File: config.mk
export PLATFORM = sky130hd
export DESIGN_NAME = uart_alu_core
export DESIGN_NICKNAME = d
export VERILOG_FILES = /design/src/rtl/uart_alu_core.sv
export SDC_FILE = /design/constraint.sdc
export NUM_CORES = 1
export LEC_CHECK = 0
export BUFFER_PORTS_ARGS = -buffer_cell sky130_fd_sc_hd__buf_2
export CAP_MARGIN = 20
export CORE_ASPECT_RATIO = 1.25
export CORE_MARGIN = 2
export CORE_UTILIZATION = 30
export CTS_CLUSTER_DIAMETER = 40
export DETAILED_ROUTE_END_ITERATION = 12
export SLEW_MARGIN = 20
export SYNTH_ARGS = -nofsm -noshare
export SYNTH_HDL_FRONTEND = slang
export SYNTH_SLANG_ARGS = --single-unit
export TNS_END_PERCENT = 20
File: constraint.sdc
create_clock -name clk_i -period 7.8 [get_ports clk_i]
set_input_delay 0.78 -clock clk_i [delete_from_list [all_inputs] [get_ports clk_i]]
set_output_delay 0.78 -clock clk_i [all_outputs]
set_load 0.02 [all_outputs]
File: src/rtl/uart_alu_core.sv
`default_nettype none
// ============================================================================
// Module  : uart_alu_core
// Purpose : Packet-level command processor between the uart_rx and uart_tx
//           AXI-stream ports. It parses an opcode/reserved/length header,
//           then runs ECHO (passthrough), ADD or MUL (shift-add) over the
//           operand payload and streams the result bytes back, LSB first.
//           Malformed packets are drained and answered with a single 0xEE.
// Ports   : clk_i          - single clock
//           rst_ni         - asynchronous active-low reset
//           s_axis_t*      - byte stream in (from uart_rx)
//           m_axis_t*      - byte stream out (to uart_tx)
//           busy_o         - high whenever the core is not waiting for a header
//           err_o          - one-cycle pulse when a header is rejected
// Revision: 1.0 - initial release
// ============================================================================
module uart_alu_core #(
  parameter int DATA_WIDTH    = 8,
  parameter int OPERAND_WIDTH = 32,
  parameter int LEN_WIDTH     = 16
) (
  input  logic                  clk_i,
  input  logic                  rst_ni,
  input  logic [DATA_WIDTH-1:0] s_axis_tdata,
  input  logic                  s_axis_tvalid,
  output logic                  s_axis_tready,
  output logic [DATA_WIDTH-1:0] m_axis_tdata,
  output logic                  m_axis_tvalid,
  input  logic                  m_axis_tready,
  output logic                  busy_o,
  output logic                  err_o
);

  localparam int HB  = 2 + LEN_WIDTH / DATA_WIDTH;   // header bytes
  localparam int OB  = OPERAND_WIDTH / DATA_WIDTH;   // bytes per operand
  localparam int HCW = $clog2(HB + 1);
  localparam int OCW = $clog2(OB + 1);
  localparam int MCW = $clog2(OPERAND_WIDTH + 1);

  localparam logic [HCW-1:0]        HDR_LAST  = HCW'(HB - 1);
  localparam logic [HCW-1:0]        HDR_LEN0  = HCW'(2);
  localparam logic [OCW-1:0]        OPND_LAST = OCW'(OB - 1);
  localparam logic [MCW-1:0]        MUL_LAST  = MCW'(OPERAND_WIDTH - 1);
  localparam logic [LEN_WIDTH-1:0]  HB_L      = LEN_WIDTH'(HB);
  localparam logic [LEN_WIDTH-1:0]  OB_L      = LEN_WIDTH'(OB);
  localparam logic [LEN_WIDTH-1:0]  ONE_L     = LEN_WIDTH'(1);
  localparam logic [DATA_WIDTH-1:0] OP_ECHO   = DATA_WIDTH'(8'hEC);
  localparam logic [DATA_WIDTH-1:0] OP_ADD    = DATA_WIDTH'(8'h10);
  localparam logic [DATA_WIDTH-1:0] OP_MUL    = DATA_WIDTH'(8'h11);
  localparam logic [DATA_WIDTH-1:0] ERR_BYTE  = DATA_WIDTH'(8'hEE);

  typedef enum logic [2:0] {
    S_HDR, S_ECHO, S_OPND, S_MUL, S_RESULT, S_DRAIN, S_ERR
  } state_e;

  state_e                   state_q,    state_d;
  logic                     live_q,     live_d;     // low only until the first edge after reset
  logic [HCW-1:0]           hdr_idx_q,  hdr_idx_d;
  logic [DATA_WIDTH-1:0]    op_q,       op_d;
  logic [LEN_WIDTH-1:0]     len_q,      len_d;
  logic [LEN_WIDTH-1:0]     rem_q,      rem_d;      // payload bytes still to come
  logic [OCW-1:0]           byte_idx_q, byte_idx_d;
  logic [OPERAND_WIDTH-1:0] opnd_q,     opnd_d;
  logic [OPERAND_WIDTH-1:0] acc_q,      acc_d;
  logic [OPERAND_WIDTH-1:0] prod_q,     prod_d;
  logic                     first_q,    first_d;
  logic [MCW-1:0]           mul_cnt_q,  mul_cnt_d;

  // Little-endian byte assembly: each new byte enters at the top and the
  // register shifts right, so the first byte ends up in the LSBs.
  logic [LEN_WIDTH-1:0]     len_full;
  logic [LEN_WIDTH-1:0]     payload;
  logic [OPERAND_WIDTH-1:0] opnd_full;
  logic [OPERAND_WIDTH-1:0] prod_next;

  assign len_full  = (len_q >> DATA_WIDTH) |
                     (LEN_WIDTH'(s_axis_tdata) << (LEN_WIDTH - DATA_WIDTH));
  assign payload   = len_full - HB_L;
  assign opnd_full = (opnd_q >> DATA_WIDTH) |
                     (OPERAND_WIDTH'(s_axis_tdata) << (OPERAND_WIDTH - DATA_WIDTH));
  // In MUL, acc_q holds the shifting multiplicand and opnd_q the multiplier.
  assign prod_next = prod_q + (opnd_q[0] ? acc_q : '0);

  always_ff @(posedge clk_i or negedge rst_ni) begin
    if (!rst_ni) begin
      state_q    <= S_HDR;
      live_q     <= 1'b0;
      hdr_idx_q  <= '0;
      op_q       <= '0;
      len_q      <= '0;
      rem_q      <= '0;
      byte_idx_q <= '0;
      opnd_q     <= '0;
      acc_q      <= '0;
      prod_q     <= '0;
      first_q    <= 1'b0;
      mul_cnt_q  <= '0;
    end else begin
      state_q    <= state_d;
      live_q     <= live_d;
      hdr_idx_q  <= hdr_idx_d;
      op_q       <= op_d;
      len_q      <= len_d;
      rem_q      <= rem_d;
      byte_idx_q <= byte_idx_d;
      opnd_q     <= opnd_d;
      acc_q      <= acc_d;
      prod_q     <= prod_d;
      first_q    <= first_d;
      mul_cnt_q  <= mul_cnt_d;
    end
  end

  always_comb begin
    state_d       = state_q;
    live_d        = 1'b1;
    hdr_idx_d     = hdr_idx_q;
    op_d          = op_q;
    len_d         = len_q;
    rem_d         = rem_q;
    byte_idx_d    = byte_idx_q;
    opnd_d        = opnd_q;
    acc_d         = acc_q;
    prod_d        = prod_q;
    first_d       = first_q;
    mul_cnt_d     = mul_cnt_q;
    s_axis_tready = 1'b0;
    m_axis_tdata  = '0;
    m_axis_tvalid = 1'b0;
    err_o         = 1'b0;
    busy_o        = (state_q != S_HDR);

    unique case (state_q)
      S_HDR: begin
        s_axis_tready = live_q;
        if (s_axis_tvalid && live_q) begin
          if (hdr_idx_q == '0)       op_d  = s_axis_tdata;
          if (hdr_idx_q >= HDR_LEN0) len_d = len_full;
          if (hdr_idx_q == HDR_LAST) begin
            hdr_idx_d  = '0;
            rem_d      = payload;
            byte_idx_d = '0;
            first_d    = 1'b1;
            if (op_q == OP_ECHO && len_full > HB_L) begin
              state_d = S_ECHO;
            end else if (op_q == OP_ECHO && len_full == HB_L) begin
              state_d = S_HDR;
            end else if ((op_q == OP_ADD || op_q == OP_MUL) && len_full > HB_L &&
                         (payload % OB_L) == '0) begin
              state_d = S_OPND;
            end else begin
              err_o   = 1'b1;
              state_d = (len_full > HB_L) ? S_DRAIN : S_ERR;
            end
          end else begin
            hdr_idx_d = hdr_idx_q + HCW'(1);
          end
        end
      end

      S_ECHO: begin
        m_axis_tdata  = s_axis_tdata;
        m_axis_tvalid = s_axis_tvalid;
        s_axis_tready = m_axis_tready;
        if (s_axis_tvalid && m_axis_tready) begin
          rem_d = rem_q - ONE_L;
          if (rem_q == ONE_L) state_d = S_HDR;
        end
      end

      S_OPND: begin
        s_axis_tready = 1'b1;
        if (s_axis_tvalid) begin
          opnd_d = opnd_full;
          rem_d  = rem_q - ONE_L;
          if (byte_idx_q == OPND_LAST) begin
            byte_idx_d = '0;
            first_d    = 1'b0;
            if (first_q || op_q == OP_ADD) begin
              acc_d   = first_q ? opnd_full : acc_q + opnd_full;
              state_d = (rem_q == ONE_L) ? S_RESULT : S_OPND;
            end else begin
              prod_d    = '0;
              mul_cnt_d = '0;
              state_d   = S_MUL;
            end
          end else begin
            byte_idx_d = byte_idx_q + OCW'(1);
          end
        end
      end

      S_MUL: begin
        prod_d    = prod_next;
        acc_d     = acc_q << 1;
        opnd_d    = opnd_q >> 1;
        mul_cnt_d = mul_cnt_q + MCW'(1);
        if (mul_cnt_q == MUL_LAST) begin
          acc_d     = prod_next;
          mul_cnt_d = '0;
          // rem_q already reached zero if the operand just multiplied was the last.
          state_d   = (rem_q == '0) ? S_RESULT : S_OPND;
        end
      end

      S_RESULT: begin
        m_axis_tvalid = 1'b1;
        m_axis_tdata  = acc_q[DATA_WIDTH-1:0];
        if (m_axis_tready) begin
          acc_d      = acc_q >> DATA_WIDTH;
          byte_idx_d = byte_idx_q + OCW'(1);
          if (byte_idx_q == OPND_LAST) begin
            byte_idx_d = '0;
            state_d    = S_HDR;
          end
        end
      end

      S_DRAIN: begin
        s_axis_tready = 1'b1;
        if (s_axis_tvalid) begin
          rem_d = rem_q - ONE_L;
          if (rem_q == ONE_L) state_d = S_ERR;
        end
      end

      S_ERR: begin
        m_axis_tvalid = 1'b1;
        m_axis_tdata  = ERR_BYTE;
        if (m_axis_tready) state_d = S_HDR;
      end

      default: state_d = S_HDR;
    endcase
  end

endmodule
`default_nettype wire

After elaboration in Yosys (flattened, before gate mapping)

Cells that the tools add are included.

Word-level logic and storage cells: 147
Flip-flop bits (word level): 153

Equal/unequal tests: 29
Bitwise logic cells: 2
Muxes and demuxes: 65
Add/sub/neg operators: 7
Reductions and logical operators: 30
Order comparisons: 2

Operators with widths:

| cell                    | number |
|---|---|
| $mux W32                | 11 |
| $pmux W32 S2            | 2 |
| $pmux W32 S3            | 1 |
| $mux W3                 | 24 |
| $add A32 B32 Y32        | 2 |
| $mux W16                | 4 |
| $pmux W16 S3            | 1 |
| $logic_not A16 Y1       | 2 |
| $or A24 B32 Y32         | 1 |
| $ne A2 B2 Y1 const B    | 14 |
| $mux W6                 | 4 |
| $pmux W8 S3             | 1 |
| $pmux W3 S7             | 1 |
| $reduce_and A5 Y1       | 4 |
| $eq A16 B1 Y1 const B   | 1 |
| $eq A16 B3 Y1 const B   | 1 |
| $eq A8 B5 Y1 const B    | 2 |
| $gt A16 B3 Y1 const B   | 1 |
| $or A8 B16 Y16          | 1 |
| $sub A16 B1 Y16 const B | 1 |
| $sub A16 B3 Y16 const B | 1 |
| $eq A3 B2 Y1 const B    | 4 |
| $pmux W6 S2             | 1 |
| $reduce_and A12 Y1      | 1 |
| other kinds (22)        | 49 |

Longest topological paths before layout

Gate-level depths: netlist of the first run.

Depth in word-level cells: 10
Depth in mapped cells: 15

Worst setup path before layout of the first run

Ideal clock, no wire load.

Kind: register to register
From: reg opnd_q[0]
To: reg acc_q[26]
Required time: 7.674 ns
Data arrival time: 3.318 ns
Period minus slack after synthesis: 3.444 ns
Stages on the path, launching flop included: 16
Slack: 4.356 ns
Cell sequence: dfrtp_1 > clkbuf_1 > and2_1 > ha_1 > inv_1 > fa_1 > and2b_1 > o2111ai_1 > a21oi_2 > o211ai_1 > o211a_1 > or4_1 > nand2_1 > a31oi_1 > mux2i_1 > o32a_1

Longest elaborated chain between the ends: 4

Ends and longest elaborated chain:

| what                   | RTL line | RTL |
|---|---|---|
| start, declared        | 63       | `logic [OPERAND_WIDTH-1:0] opnd_q, opnd_d;` |
| start signal, assigned | 106      | `opnd_q <= opnd_d;` |
| $mux W32               | 82       | `assign prod_next = prod_q + (opnd_q[0] ? acc_q : '0);` |
| $add A32 B32 Y32       | 82       |  |
| $mux W32               | 198      | `if (mul_cnt_q == MUL_LAST) begin` |
| $pmux W32 S3           | 133      | `unique case (state_q)` |
| end signal, assigned   | 94       | `acc_q <= '0;` |
| end signal, assigned   | 107      | `acc_q <= acc_d;` |
| end, declared          | 64       | `logic [OPERAND_WIDTH-1:0] acc_q, acc_d;` |

Every way passes these cells.
A chain may end at the register's enable or synchronous reset.

Worst setup path in the final report of the first run

Same ends and word-level chain as after synthesis.

==> flow_summary.toml, run 1 <==
[finish]
fin_cells = 1863
fin_nets = 1449
area_growth_syn_to_layout_pct = 10.2
diodes = 0
drive_gt1_share_pct = 8.13

[cts]
cts_max_level = 4
numCtsBuffers = 17
path_clk_slew_ps = 70
clockBufferDepth = 2
cts_resized = 0
root_buffer = "clkbuf_16"
tritoncts = "built"
clock_latency_ps = 450
cts_post_setup_buffers_inserted = 0
cts_hold_buf = 0
cts_sinks = 145

[synth]
synthXorXnorAreaFrac_pct = 4.59
synth_edf_count = 0
synth_top_family_by_area = "compound AO/OA/AOI/OAI gates"
synth-main-ff-cell = "dfrtp_1"
syn_inst = 1387
synth_seq_area_share_pct = 32.2
synth_compound_gate_area_share_pct = 26.5
synth_cell_type_count = 72
syn_area_mm2 = 0.0113
synth.mux.area_fraction_pct = 4.81
synth-simple-area-share_pct = 19.7
synth.avg_cell_area_um2 = 8.12
async_flop_share_pct = 100
yosys_warnings = 0
synth_fp_nets = 1472
synthAdderAreaFrac_pct = 8.24
ys_ff_latch = 145

[sta]
fin_skew_ps = 8.94
setup_viol_count_final = 0
hold_viol_final = 0
fin_tns_setup_ps = 0
maxClockFrequency_mhz = 236
slew_headroom_pct = 33.1
grt_setup_unrepaired = "no"
fin_crit_sh_pct = 54.3
final.min_clock_period_ps = 4240
slew_viol_final = 0
worst_pin_slew_ps = 1000

[route]
antenna_left = 0
wire_per_inst_um = 17.6
firstDrtPassIters = 5
wl_mm = 32.8
avgViaCountPerCell = 5.46
via_count = 10181
drc = 0
drt_iter0_drc = 679

[die]
num_rows = 79
die_h_um = 221
start_util_pct = 30.3
num_io_pins = 24
die_area_mm2 = 0.0391
die_w_um = 177
core_mm2 = 0.0372

[placed_design]
portBuffers = 23
dp_hpwl_mm = 23.8
dp.cells = 1831
place.gp.congestion = 0.876

[global_route]
grt_pass1_wl_mm = 53.2
first_global_vias = 10021
antenna_found_initial = 0
grt_max_degree = 75
grt.overflow.total = 0
grtUsageTotal_pct = 17.2

[setup_path]
cp.arrival_ps = 4570
path_max_fanout = 33
worstPathRequired_ps = 8130
worstSetupStartpointType = "flip-flop"
criticalPathCategory = "flip-flop to flip-flop"
endpoint_kind = "flip-flop"

[worst_hold_path]
holdCritPathClass = "input port to async pin"

[power]
ir_drop_mv = 0.224
power.total_mw = 5.19
p_leak_nw = 5.48
powerDensity_mw_per_mm2 = 418

[outcome]
status = "completed"

[flow_run]
maxCapViolations = 0
==> layout by cell type, fill, tap and decap left out, drive strengths merged, types with 12 or more instances in the layout <==
cell type,instances
nor2b,14
a221oi,15
a31oi,30
ha,71
nor3,30
mux2,17
and2,36
a22oi,18
xnor2,27
nand2,181
a21oi,107
nand3,25
o21ai,144
inv,37
a22o,27
a211oi,12
mux2i,35
o21bai,12
buf,37
nand2b,13
xor2,32
dfrtp,145
a21o,32
nor2,117
clkbuf,18
==> where the power goes <==
part           switching (mW)  leakage [nW]  internal [mW]
Combinational            1.63          3.40           1.15
Clock                   0.363         0.270          0.474
Sequential              0.484          1.81           1.09
Total                    2.48          5.48           2.71
==> layout make-up <==
| class | count | area (um^2) |
|---|---|---|
| fill | 3928 | 24800 |
| multi-input combinational | 1130 | 7240 |
| sequential | 145 | 3630 |
| tap | 486 | 608 |
| clock buffer | 18 | 429 |
| timing repair buffer | 37 | 226 |
| clock inverter | 14 | 155 |
| inverter | 33 | 124 |
==> registers in the layout, summed over array words and instances, names as in the netlist <==
name and cells:
op_q 8, len_q 8, byte_idx_q 3, live_q 1, prod_q 32, opnd_q 32, state_q 3, rem_q 16
mul_cnt_q 6, hdr_idx_q 3, acc_q 32, first_q 1
==> critical path: stages, from the launching register on <==
cell and delay (ps):
dfrtp_1 930, and2_1 230, ha_1 160, inv_1 50, fa_1 400, and2b_1 240
o2111ai_1 160, a21oi_2 240, o211ai_1 160, o211a_1 290, or4_1 520, nand2_1 130
a31oi_1 140, mux2i_1 150, o32a_1 330
==> per-layer routing <==
| layer | vias to the layer above | GRT usage, % | wire (um) |
|---|---|---|---|
| met5 | - | 0 | 0 |
| li1 | 4989 | - | - |
| met3 | 58 | 2.44 | 1350 |
| met2 | 244 | 30.7 | 16400 |
| met1 | 4890 | 20.8 | 14100 |
| met4 | 0 | 6.50 | 923 |
==> cell families (layout without fill, tap and decap cells) <==
logic type / count (synthesis) / in the layout
other cells: 1 / 1
buf+inv: 112 / 102
fa+ha+maj: 73 / 73
flops: 145 / 145
simple gates: 476 / 476
compound gates: 469 / 469
xor+xnor: 59 / 59
mux: 52 / 52
==> final timing paths <==
path	start	to	slack, ps	cells past startpoint
worst max register to register	opnd_q[0]	acc_q[26]	3560	14
min in group clk_i	opnd_q[3]	opnd_q[3]	480	2
max in group asynchronous	rst_ni	acc_q[18]	5950	2
worst max-delay path	opnd_q[0]	acc_q[26]	3560	14
worst min-delay path	rst_ni	len_q[10]	360	1
worst min register to register	opnd_q[3]	opnd_q[3]	480	2
==> through the flow <==
step           instance area [um^2]  utilization, %  hold slack (ps)  setup WS [ps]
6_report                      12400            33.4              360           3560
5_1_grt                       12400            33.4              406           3290
4_1_cts                       12400            33.4              369           3550
3_5_place_dp                  11800            31.8              472           3580
3_3_place_gp                  11800            31.8              465           3640
2_1_floorplan                 11300               -              445           4360
==> synthesized netlist by cell type, drive strengths merged, types with 9 or more instances <==
master  count  area (um^2)
a211oi     12         95.1
a21o       32          241
a21oi     107          539
a221oi     15          138
a22o       27          236
a22oi      18          135
a31oi      30          188
and2       36          225
and3       11         68.8
buf        13         58.8
clkbuf     66          248
dfrtp     145         3630
ha         71          888
inv        33          124
mux2       17          191
mux2i      35          350
nand2     181          679
nand2b     13         81.3
nand3      25          125
nor2      117          439
nor2b      14         87.6
nor3       30          155
o21a        9         67.6
o21ai     144          721
o21bai     12         90.1
xnor2      27          236
xor2       32          280
(Power assumes the default switching activity.)
==> inputs of run 2 (changes only) <==
--- a/config.mk
+++ b/config.mk
@@ -5,6 +5,7 @@
 export SDC_FILE = /design/constraint.sdc
 export NUM_CORES = 1
 export LEC_CHECK = 0
+export ABC_AREA = 1
 export BUFFER_PORTS_ARGS = -buffer_cell sky130_fd_sc_hd__buf_2
 export CAP_MARGIN = 20
 export CORE_ASPECT_RATIO = 1.25
==> constraint.sdc (replaced) <==
create_clock -name clk_i -period 3.6 [get_ports clk_i]
set_input_delay 0.36 -clock clk_i [delete_from_list [all_inputs] [get_ports clk_i]]
set_output_delay 0.36 -clock clk_i [all_outputs]
set_load 0.02 [all_outputs]
==> run 2 against run 1 <==
  * First-iteration DRC count increased by 36%
  * Critical endpoint is now err_o
  * Register-to-register slack got worse by 2900 ps
  * Largest cell class unchanged
  * Largest power group unchanged
  * Cell area grew 11%
==> flow_summary.toml, run 2 <==
[synth]
synth_seq_area_share_pct = 29.0
synth-main-ff-cell = "dfrtp_1"
syn_inst = 1981
synth_fp_nets = 2066
async_flop_share_pct = 100
synthTopCellsByArea = "dfrtp_1 (29%), nand2_1 (17%), inv_1 (9.2%), ha_1 (7.1%), nand3_1 (6.2%)"
yosysMostFrequentCell = "nand2_1"
synth_top_area_share_pct = 29.0
syn_area_mm2 = 0.0125
yosys_warnings = 0
synth_edf_count = 0
synth.avg_cell_area_um2 = 6.32
synth_cell_type_count = 51
synth_top_cell_by_area = "dfrtp_1"
ys_ff_latch = 145
synth_commonest_cells = "nand2_1 (555), inv_1 (307), nor2_1 (197)"

[global_route]
grt.overflow.total = 0
grt_pass1_wl_mm = 69.2
grtUsageTotal_pct = 20.4
first_global_vias = 12959
antenna_found_initial = 0
grt_max_degree = 73

[power]
p_leak_nw = 7.28
power.total_mw = 14.9
powerDensity_mw_per_mm2 = 1080
p_seq_share_pct = 21.9
internal-power_mw = 6.70
power.switching_fraction_pct = 55.1
power_frac_clock_pct = 12.4
combPwrFrac_pct = 65.7
ir_drop_mv = 0.449
power.switching_mw = 8.23

[route]
antenna_left = 0
highest_layer = "met4"
wl_mm = 43.2
avgViaCountPerCell = 5.02
firstDrtPassIters = 5
drc = 0
drt_iter0_drc = 922
wl_met1_mm = 17.6
wire_per_inst_um = 17.0
wl_met2_mm = 21.8
wl_met3_mm = 2.01
via_count = 12802

[placed_design]
dp.cells = 2516
place.gp.congestion = 0.997
portBuffers = 23
dp_hpwl_mm = 33.2

[die]
start_util_pct = 30.4
die_w_um = 187
num_io_pins = 24
die_h_um = 232
num_rows = 83
core_mm2 = 0.0411
die_area_mm2 = 0.0434

[setup_path]
cp_slowest_stage_delay_ps = 410
path_cells = "inv_1 -> ha_1 -> inv_1 -> nor2_1 -> nand2_1 -> nor2_1 -> nand4_1 -> o21ai_1 -> nand3_1 -> nor3_1 -> buf_2"
cp_slowest_cell = "dfrtp_1"
cp.arrival_ps = 2790
worstPathRequired_ps = 3240
worstSetupStartpointType = "flip-flop"
endpoint_kind = "primary output"
reg2reg_depth = 20
path_max_fanout = 6
criticalPathCategory = "flip-flop to primary output"

[cts]
clockBufferDepth = 2
cts_post_setup_buffers_inserted = 0
numCtsBuffers = 17
path_clk_slew_ps = 70
root_buffer = "clkbuf_16"
tritoncts = "built"
clock_latency_ps = 450
cts_max_level = 4
cts_sinks = 145

[outcome]
status = "completed"

[sta]
maxClockFrequency_mhz = 318
fin_crit_sh_pct = 87.5
fin_tns_setup_ps = 0
grt_setup_unrepaired = "no"
slew_headroom_pct = 42.0
slew_viol_final = 0
setup_viol_count_final = 0
hold_viol_final = 0
worst_pin_slew_ps = 871
final.min_clock_period_ps = 3150
fin_skew_ps = 7.91

[worst_hold_path]
holdCritPathClass = "input port to flip-flop"
hold_depth = 3

[finish]
diodes = 0
final_cell_mix = "nand2_1 (555), inv_1 (307), nor2_1 (197), nand3_1 (156), dfrtp_1 (145)"
fin_cells = 2548
drive_gt1_share_pct = 5.16
area_growth_syn_to_layout_pct = 10.4
fillers = 4552
final_util_pct = 33.6
reg_top3 = "acc_q x32, opnd_q x32, prod_q x32"
layout_commonest_cell = "nand2_1"
fin_nets = 2069

[flow_run]
maxCapViolations = 0
==> run 2: changes by cell type after synthesis, sizes merged, moves of 28 or more <==
cell / delta
and2: -36
nand2: +378
clkbuf: -33
inv: +288
mux2i: -35
a21oi: +33
nand3: +131
nor2: +87
a21o: -28
==> run 2: per-stage QoR <==
step,instance area (um^2),setup slack [ps],hold WS [ps]
after floorplan,12500,1010,64.4
after global routing,13800,100,293
after CTS,13800,427,255
final,13800,451,265
after global placement,13200,744,450
after detailed placement,13200,689,454
==> run 2: path summary, 6_finish.rpt <==
path / startpoint / endpoint / slack [ps]
max: len_q[10] / err_o / 450
min: s_axis_tdata[7] / opnd_q[31] / 260
max reg2reg: opnd_q[0] / acc_q[22] / 650
min reg2reg: prod_q[4] / prod_q[4] / 480
max in group asynchronous: rst_ni / prod_q[5] / 2240
min in group asynchronous: rst_ni / rem_q[13] / 510
==> run 2: critical path: cells and delay by family (launching register included) <==
kind                     cells  cell delay [ps]
flip-flops                   1              410
adder cells (fa/ha/maj)      1              160
AND/OR/NAND/NOR              6             1170
AO/OA/AOI/OAI                1              230
buffers and inverters        3              360
==> run 2: timing repair <==
action,CTS,global route
gates resized for setup,0,0
hold buffers,1,0
hold endpoints to repair,68,0
setup endpoints to repair,0,0
==> run 2: layout make-up <==
class,count,area (um^2),area share [%]
Tap cell,552,691,5.00
Sequential cell,145,3630,26.3
Multi-Input combinational cell,1459,7440,53.9
Inverter,322,1210,8.75
Clock inverter,9,123,0.888
Clock buffer,22,464,3.36
Timing Repair Buffer,39,256,1.86
==> run 2: layer usage <==
layer / up-vias / track usage, %
li1: 6411 / -
met1: 5955 / 23.4
met2: 349 / 37.3
met3: 87 / 2.64
met4: 0 / 9.72
met5: - / 0
==> run 2: power groups by stage <==
stage               clock network (mW)  registers [mW]  logic, mW
detailed placement                   0            3.26       9.70
finish                            1.85            3.27       9.81
CTS                               1.89            3.24       9.75
global route                      1.94            3.35       11.2
global placement                     0            3.25       9.59
floorplan                            0            2.91       7.34
==> run 2: logic make-up after synthesis <==
logic type	Yosys count	share of synthesized area [%]
adders and majority gates	73	7.42
other	1	0.0300
and+or+nand+nor	982	32.5
DFF	145	29.0
xor gates and xnor gates	35	2.45
AOI/OAI and AO/OA	368	17.0
buffers and inverters	377	11.6
